### src/rtl/zion_basic_circuit_lib_dff_pipe_pkg.sv
// Shared constants and helpers for the valid/ready register pipe.
package zion_basic_circuit_lib_dff_pipe_pkg;

    localparam int DEPTH_MIN = 1;
    localparam int DEPTH_MAX = 16;

    // True when a requested stage count lies inside the supported range.
    function automatic logic depth_is_legal(input int depth);
        return (depth >= DEPTH_MIN) && (depth <= DEPTH_MAX);
    endfunction

    // Number of set bits in a stage-valid vector (zero-extended to DEPTH_MAX).
    function automatic int unsigned count_ones(input logic [DEPTH_MAX-1:0] bits);
        int unsigned total;
        total = 0;
        for (int i = 0; i < DEPTH_MAX; i++) begin
            total = total + int'(bits[i]);
        end
        return total;
    endfunction

endpackage

### src/rtl/zion_basic_circuit_lib_dff_pipe_stage.sv
// One valid/ready register slice. The slice captures its source whenever the
// parent says it may load; a flush empties it without touching the data.
module zion_basic_circuit_lib_dff_pipe_stage
    import zion_basic_circuit_lib_dff_pipe_pkg::*;
#(
    parameter int WIDTH = 8
) (
    input  logic             clk,
    input  logic             rst_n,
    input  logic             flush,
    input  logic             load,
    input  logic             src_vld,
    input  logic [WIDTH-1:0] src_dat,
    output logic             vld,
    output logic [WIDTH-1:0] dat
);

    // Valid bit: cleared by reset or flush, otherwise follows the source on a load.
    always_ff @(posedge clk or negedge rst_n) begin
        if (!rst_n) begin
            vld <= 1'b0;
        end else if (flush) begin
            vld <= 1'b0;
        end else if (load) begin
            vld <= src_vld;
        end
    end

    // Data register: only overwritten by a real item, so stalls and bubbles keep it.
    always_ff @(posedge clk or negedge rst_n) begin
        if (!rst_n) begin
            dat <= '0;
        end else if (!flush && load && src_vld) begin
            dat <= src_dat;
        end
    end

endmodule

### src/rtl/zion_basic_circuit_lib_dff_pipe.sv
// DEPTH-stage valid/ready register pipe with bubble collapsing, a synchronous
// flush and an occupancy count. Ready ripples combinationally from iRdy back
// to oRdy so a fully streaming pipe moves one item per clock.

`ifndef ZION_BASIC_CIRCUIT_LIB_DFF_PIPE_MACRO
`define ZION_BASIC_CIRCUIT_LIB_DFF_PIPE_MACRO
`define ZION_BASIC_CIRCUIT_LIB_DFF_PIPE(inst_name, clk_s, rst_n_s, ivld_s, ordy_s, idat_s, ovld_s, irdy_s, odat_s, iflush_s, ocnt_s, depth_v) \
    zion_basic_circuit_lib_dff_pipe #( \
        .WIDTH_IN ($bits(idat_s)), \
        .WIDTH_OUT($bits(odat_s)), \
        .DEPTH    (depth_v) \
    ) inst_name ( \
        .clk   (clk_s), \
        .rst_n (rst_n_s), \
        .iVld  (ivld_s), \
        .oRdy  (ordy_s), \
        .iDat  (idat_s), \
        .oVld  (ovld_s), \
        .iRdy  (irdy_s), \
        .oDat  (odat_s), \
        .iFlush(iflush_s), \
        .oCnt  (ocnt_s) \
    );
`endif

module zion_basic_circuit_lib_dff_pipe
    import zion_basic_circuit_lib_dff_pipe_pkg::*;
#(
    parameter int WIDTH_IN  = 8,
    parameter int WIDTH_OUT = 8,
    parameter int DEPTH     = 2,
    parameter int CNT_W     = $clog2(DEPTH + 1)
) (
    input  logic                 clk,
    input  logic                 rst_n,
    input  logic                 iVld,
    output logic                 oRdy,
    input  logic [WIDTH_IN-1:0]  iDat,
    output logic                 oVld,
    input  logic                 iRdy,
    output logic [WIDTH_OUT-1:0] oDat,
    input  logic                 iFlush,
    output logic [CNT_W-1:0]     oCnt
);

`ifndef SYNTHESIS
    // Reject parameter sets the pipe cannot honour before any simulation time passes.
    initial begin : param_check
        if (WIDTH_IN != WIDTH_OUT || !depth_is_legal(DEPTH)) begin
            $error("zion_basic_circuit_lib_dff_pipe: illegal parameters WIDTH_IN=%0d WIDTH_OUT=%0d DEPTH=%0d",
                   WIDTH_IN, WIDTH_OUT, DEPTH);
`ifdef CHECK_ERR_EXIT
            $finish;
`endif
        end
    end
`endif

    logic [DEPTH-1:0]    stage_vld;
    logic [WIDTH_IN-1:0] stage_dat [DEPTH];
    logic [DEPTH-1:0]    stage_load;
    logic [DEPTH-1:0]    src_vld;
    logic [WIDTH_IN-1:0] src_dat [DEPTH];
    logic                out_vld;

    // A flush hides the last stage so no output handshake can complete that cycle.
    always_comb begin
        out_vld = stage_vld[DEPTH-1] && !iFlush;
    end

    // Ready chain: a stage may load if it is empty or its occupant moves on this cycle.
    always_comb begin
        stage_load = '0;
        stage_load[DEPTH-1] = !stage_vld[DEPTH-1] || (out_vld && iRdy);
        for (int k = DEPTH - 2; k >= 0; k--) begin
            stage_load[k] = !stage_vld[k] || stage_load[k+1];
        end
    end

    // Each stage is fed by its upstream neighbour; stage 0 is fed by the input port.
    always_comb begin
        src_vld    = '0;
        src_vld[0] = iVld;
        src_dat[0] = iDat;
        for (int k = 1; k < DEPTH; k++) begin
            src_vld[k] = stage_vld[k-1];
            src_dat[k] = stage_dat[k-1];
        end
    end

    for (genvar k = 0; k < DEPTH; k++) begin : g_stage
        zion_basic_circuit_lib_dff_pipe_stage #(
            .WIDTH(WIDTH_IN)
        ) u_stage (
            .clk    (clk),
            .rst_n  (rst_n),
            .flush  (iFlush),
            .load   (stage_load[k]),
            .src_vld(src_vld[k]),
            .src_dat(src_dat[k]),
            .vld    (stage_vld[k]),
            .dat    (stage_dat[k])
        );
    end

    // Drive the handshake outputs, masking both sides while a flush is requested.
    always_comb begin
        oRdy = stage_load[0] && !iFlush;
        oVld = out_vld;
        oDat = WIDTH_OUT'(stage_dat[DEPTH-1]);
    end

    // Occupancy is the number of stages currently holding a valid item.
    always_comb begin
        oCnt = CNT_W'(count_ones(DEPTH_MAX'(stage_vld)));
    end

endmodule

### config.mk
export PLATFORM = sky130hd
export DESIGN_NAME = zion_basic_circuit_lib_dff_pipe
export DESIGN_NICKNAME = d
export VERILOG_FILES = /design/src/rtl/zion_basic_circuit_lib_dff_pipe_pkg.sv /design/src/rtl/zion_basic_circuit_lib_dff_pipe_stage.sv /design/src/rtl/zion_basic_circuit_lib_dff_pipe.sv
export SDC_FILE = /design/constraint.sdc
export NUM_CORES = 1
export LEC_CHECK = 0
export BUFFER_PORTS_ARGS = -buffer_cell sky130_fd_sc_hd__buf_2
export CELL_PAD_IN_SITES_DETAIL_PLACEMENT = 0
export CELL_PAD_IN_SITES_GLOBAL_PLACEMENT = 1
export CORE_MARGIN = 10
export CORE_UTILIZATION = 25
export CTS_CLUSTER_DIAMETER = 80
export DETAILED_ROUTE_END_ITERATION = 12
export GPL_TIMING_DRIVEN = 0
export PLACE_DENSITY = 0.59
export SKIP_LAST_GASP = 1
export SYNTH_ARGS = -nofsm -noshare
export SYNTH_HDL_FRONTEND = slang
export SYNTH_SLANG_ARGS = --single-unit
### constraint.sdc
create_clock -name clk -period 2.75 [get_ports clk]
set_input_delay 0.1375 -clock clk [delete_from_list [all_inputs] [get_ports clk]]
set_output_delay 0.1375 -clock clk [all_outputs]
set_load 0.1 [all_outputs]
== After elaboration in Yosys (flattened, before gate mapping) ==
Cells that the tools add are included.

* Reductions and logical operators: 13
* Muxes and demuxes: 4
* Add/sub/neg operators: 1

{| class="wikitable"
|+ Operator list
! cell !! number
|-
| logical AND 1 bit || 6
|-
| two-way mux 1 bit || 4
|-
| nonzero test 2 bit || 2
|-
| logical NOT 1 bit || 3
|-
| adder 1 x 1 -> 2 bit || 1
|-
| logical OR 1 bit || 2
|}

* Bits in registers: 18
* Output and inout bits: 12
* Word-level logic and storage cells: 22
* Bits of input ports: 13

== Longest topological paths before layout ==
* Depth in word-level cells: 7
* Depth in mapped cells: 4
* Mapped depth without buffers: 3

== Hierarchy ==
Synthesis repeated with hierarchy kept, for this count alone.

* Cells, all modules: 47
* Area total of the unflattened synthesis: 742.0 um^2

{| class="wikitable"
|+ By module, submodules not included
! module !! sequential area each (um^2) !! times used !! area an instance (um^2) !! cells an instance
|-
| zion_basic_circuit_lib_dff_pipe_stage || 225.2 || 2 || 349.1 || 20
|-
| zion_basic_circuit_lib_dff_pipe || 0.0 || 1 || 43.8 || 7
|}

== Worst setup path after synthesis ==
Ideal clock, no wire load.

* Path type: register -> output
* Start: register g_stage[0].u_stage.vld
* End: output port oRdy
* Path buffers: 0
* Required time: 2.612 ns
* Stages on the path, launching flop included: 3
* Data arrival time: 1.836 ns
* Path slack: 0.776 ns
* Path through: dfrtp_1 and3b_1 nor2_1

* Longest elaborated chain between the ends: 3

{| class="wikitable"
|+ RTL lines
! what !! line !! text
|-
| start, declared || zion_basic_circuit_lib_dff_pipe_stage.sv:14 || <nowiki>output logic vld,</nowiki>
|-
| start signal, assigned || zion_basic_circuit_lib_dff_pipe_stage.sv:25 || <nowiki>vld <= src_vld;</nowiki>
|-
| logical NOT 1 bit || zion_basic_circuit_lib_dff_pipe.sv:76 || <nowiki>stage_load[k] = !stage_vld[k] || stage_load[k+1];</nowiki>
|-
| logical OR 1 bit || zion_basic_circuit_lib_dff_pipe.sv:76 ||
|-
| logical AND 1 bit || zion_basic_circuit_lib_dff_pipe.sv:108 || <nowiki>oRdy = stage_load[0] && !iFlush;</nowiki>
|-
| end, declared || zion_basic_circuit_lib_dff_pipe.sv:37 || <nowiki>output logic oRdy,</nowiki>
|}

Every way passes these cells.

== Worst setup path in the final report ==
* Start: register g_stage[0].u_stage.vld
* End: register g_stage[0].u_stage.dat[1]

* Longest elaborated chain between the ends: 4

{| class="wikitable"
|+ RTL lines
! what !! line !! text
|-
| logical NOT 1 bit || zion_basic_circuit_lib_dff_pipe.sv:76 ||
|-
| logical OR 1 bit || zion_basic_circuit_lib_dff_pipe.sv:76 ||
|-
| logical AND 1 bit (2 in series) || zion_basic_circuit_lib_dff_pipe_stage.sv:33 || <nowiki>end else if (!flush && load && src_vld) begin</nowiki>
|-
| end signal, assigned || zion_basic_circuit_lib_dff_pipe_stage.sv:34 || <nowiki>dat <= src_dat;</nowiki>
|-
| end, declared || zion_basic_circuit_lib_dff_pipe_stage.sv:15 || <nowiki>output logic [WIDTH-1:0] dat</nowiki>
|}

Every way passes these cells.
A chain may end at the register's enable or synchronous reset.

==> key figures <==
Placed design
  • Routability congestion estimate from global placement: between 0.6 and 0.7
  • Placed insts: 101
  • DP Area: a little over 900 um2
  • IO Port Bufs: 24
  • Pre-CTS setup slack: between 1 and 1.5 ns

Timing
  • Top achievable clock speed: roughly 630 MHz
  • Fin. max-slew vios: 0
  • Worst-Margin Slew: between 0.4 and 0.5 ns
  • Fin. Hold Viols: 0
  • Fin Hold WS: a little over 0.08 ns
  • Worst slew margin: 67.27%
  • Fin Clk Skew: between 0.003 and 0.004 ns
  • Final period utilization: 57.59%
  • Setup violators final: 0
  • Worst setup slack after layout: around 1.2 ns
  • RSZ-0062 raised after global routing: no
  • Period minus WS final: roughly 1.6 ns
  • Setup TNS: 0 ns

Route
  • Routed Antenna Nets: 0
  • Initial DRC count: 10
  • DRT met1 WL: between 600 and 700 um
  • Drt wl/cell: 15.00 um
  • WL met3: 144 um
  • 1st-pass router iterations: 2
  • Vias: between 400 and 500
  • DRC Markers: 0
  • Vias per cell: between 4 and 5
  • Max layer used: met4
  • DRT Wirelength: roughly 1600 um
  • DR WL met2: between 700 and 800 um

GRT
  • First-pass GRT wire length: 2580 um
  • GRT Util Overall: approximately 6%
  • Initial antenna violation count: 0
  • Pin count of the biggest net entering global routing: 19
  • Vias in the first global route: 530
  • GRT Residual Overflow: 0

Setup path
  • CP Depth: 4
  • Cell family with most CP delay: simple AND/OR/NAND/NOR gates
  • Worst R2R Setup Slack: about 1.2 ns
  • R2R depth: 4
  • Setup crit start: g_stage[0].u_stage.vld
  • Req. time, crit path: approximately 2.9 ns
  • Critical Path End Type: flip-flop
  • CP bufs+invs: 1
  • Crit path max-delay cell type: dfrtp_1
  • R2r endpoint: g_stage[0].u_stage.dat[1]
  • Crit path max fanout: 8
  • Crit Path Class: reg2reg
  • Setup crit start kind: flip-flop
  • CP arrival: roughly 1.8 ns
  • Worst Setup EP: g_stage[0].u_stage.dat[1]
  • Worst path cell trace: and3b_1, or3b_1, buf_6, mux2_4
  • CP peak stage delay: 0.43 ns
  • R2r startpoint: g_stage[0].u_stage.vld

Cells and area
  • ANT cells: 0
  • Final Cell Area: 944.7 um2
  • Ratio of cells with drive above 1 in the final layout: 60.81%
  • Util after Layout: approximately a third
  • # nets final: 90
  • Fin cells: about 110
  • Syn-to-layout area delta: 25.42%

Clock network
  • # hold bufs at CTS: 1
  • Setup repair bufs after CTS: 0
  • H-Tree Depth: 1
  • Sink Count: 18
  • Post-cts sizing count: 0
  • Num CTS Buffers: 3
  • Worst-path clk slew: about 0.09 ns
  • Clock root cell: clkbuf_4
  • Clk_lat worst skew: between 0.2 and 0.3 ns
  • CTS max path bufs: 2
  • CTS tree: yes

Logic synthesis
  • Netlist cell types: 11
  • Sequential fraction of the synthesis area: between 50% and 60%
  • Mapped Nets: 60
  • Yosys warns: 0
  • Yosys reg bits: 18
  • Synth Cell Area: between 700 and 800 um2
  • Avg Synthesized Cell Area: ~16 um2
  • Synth Instances: 46

Worst hold path
  • HP Class: in2reg
  • Hold_sp: iDat[4]

Floorplan
  • Ports: 25
  • DIE AREA: between 0.005 and 0.006 mm2
  • Row count: 19
  • Die Wd: roughly 75 um
  • Die Span Y: approximately 75 um
  • Initial cell density of the core: approximately a quarter
  • Core ar.: about 0.0028 mm2

Job
  • Max-cap violations: 0

Pwr
  • PwrDens: between 900 and 1000 mW/mm2
  • Clk pwr share: between 10% and 20%
  • Total power: 900.0 uW
  • Switching power total: roughly 440 uW
  • Sw Ratio: 48.85%
  • P_leak: between 0.4 and 0.5 nW
  • Internal power: ~460 uW
  • VDD IR max: 0.4270 mV
  • Comb pwr share: about 48%
  • Flop pwr share: between 30% and 40%

Status
  • Status: finished clean
## state kept, by name, summed over array words and instances (netlist names)
| name | flops |
|---|---|
| g_stage.u_stage.dat | 16 |
| g_stage.u_stage.vld | 2 |
## per-layer routing
metal  track usage [%]  vias to the layer above
li1                  -                      217
met2             9.524                       13
met3             3.285                        2
met4             3.151                        0
met1             6.759                      224
met5                 0                        -
## power by group through the flow
stage | registers, mW | logic, mW | clock network, mW
2_1_floorplan | 0.612 | 0.0989 | 0
3_3_place_gp | 0.349 | 0.432 | 0
3_5_place_dp | 0.351 | 0.437 | 0
4_1_cts | 0.347 | 0.438 | 0.130
5_1_grt | 0.353 | 0.448 | 0.143
6_report | 0.346 | 0.432 | 0.122
## synthesized netlist by cell type
master / number / share of area, %
nor2b_1: 1 / 0.83
and2b_1: 1 / 1.0
and3b_1: 1 / 1.2
nor3b_4: 1 / 2.5
mux2_4: 8 / 16
buf_6: 1 / 1.5
or3b_1: 1 / 1.2
nor2_1: 5 / 2.5
ha_1: 1 / 1.7
mux2_2: 8 / 12
dfrtp_1: 18 / 60
## area by class of cell
| cell class | instances | area, um2 |
|---|---|---|
| multi-input combinational | 27 | 291.5 |
| tap | 31 | 38.79 |
| clock buffer | 3 | 22.52 |
| sequential | 18 | 450.4 |
| timing repair buffer | 25 | 130.1 |
| buffer | 1 | 11.26 |
| fill | 286 | 1884 |
## worst reg2reg max path: stages, from the launching register on
cell	delay, ns
dfrtp_1	0.43
and3b_1	0.22
or3b_1	0.36
buf_6	0.17
mux2_4	0.30
## placed cells by master, fill, tap and decap left out
| master | Yosys | layout |
|---|---|---|
| and2b_1 | 1 | 1 |
| and3b_1 | 1 | 1 |
| buf_2 | 0 | 24 |
| buf_6 | 1 | 1 |
| clkbuf_4 | 0 | 3 |
| dfrtp_1 | 18 | 18 |
| dlygate4sd3_1 | 0 | 1 |
| ha_1 | 1 | 1 |
| mux2_2 | 8 | 8 |
| mux2_4 | 8 | 8 |
| nor2_1 | 5 | 5 |
| nor2b_1 | 1 | 1 |
| nor3b_4 | 1 | 1 |
| or3b_1 | 1 | 1 |
## worst min path at each step
| stage | to | depth (start not counted) |
|---|---|---|
| finish | g_stage[0].u_stage.dat[4] | 2 |
| floorplan | g_stage[0].u_stage.dat[0] | 0 |
| global placement | g_stage[1].u_stage.dat[2] | 1 |
| CTS | g_stage[0].u_stage.dat[5] | 2 |
| detailed placement | g_stage[1].u_stage.dat[2] | 1 |
| global route | g_stage[0].u_stage.dat[5] | 2 |
## cell families (layout without fill, tap and decap cells)
logic type / after synthesis / after routing / synth area share [%]
adders and majority gates: 1 / 1 / 1.661
buffers and inverters: 1 / 29 / 1.495
DFF: 18 / 18 / 59.80
muxes: 16 / 16 / 27.91
and+or+nand+nor: 10 / 10 / 9.138
Note: power is estimated with default switching activity, not from simulation.
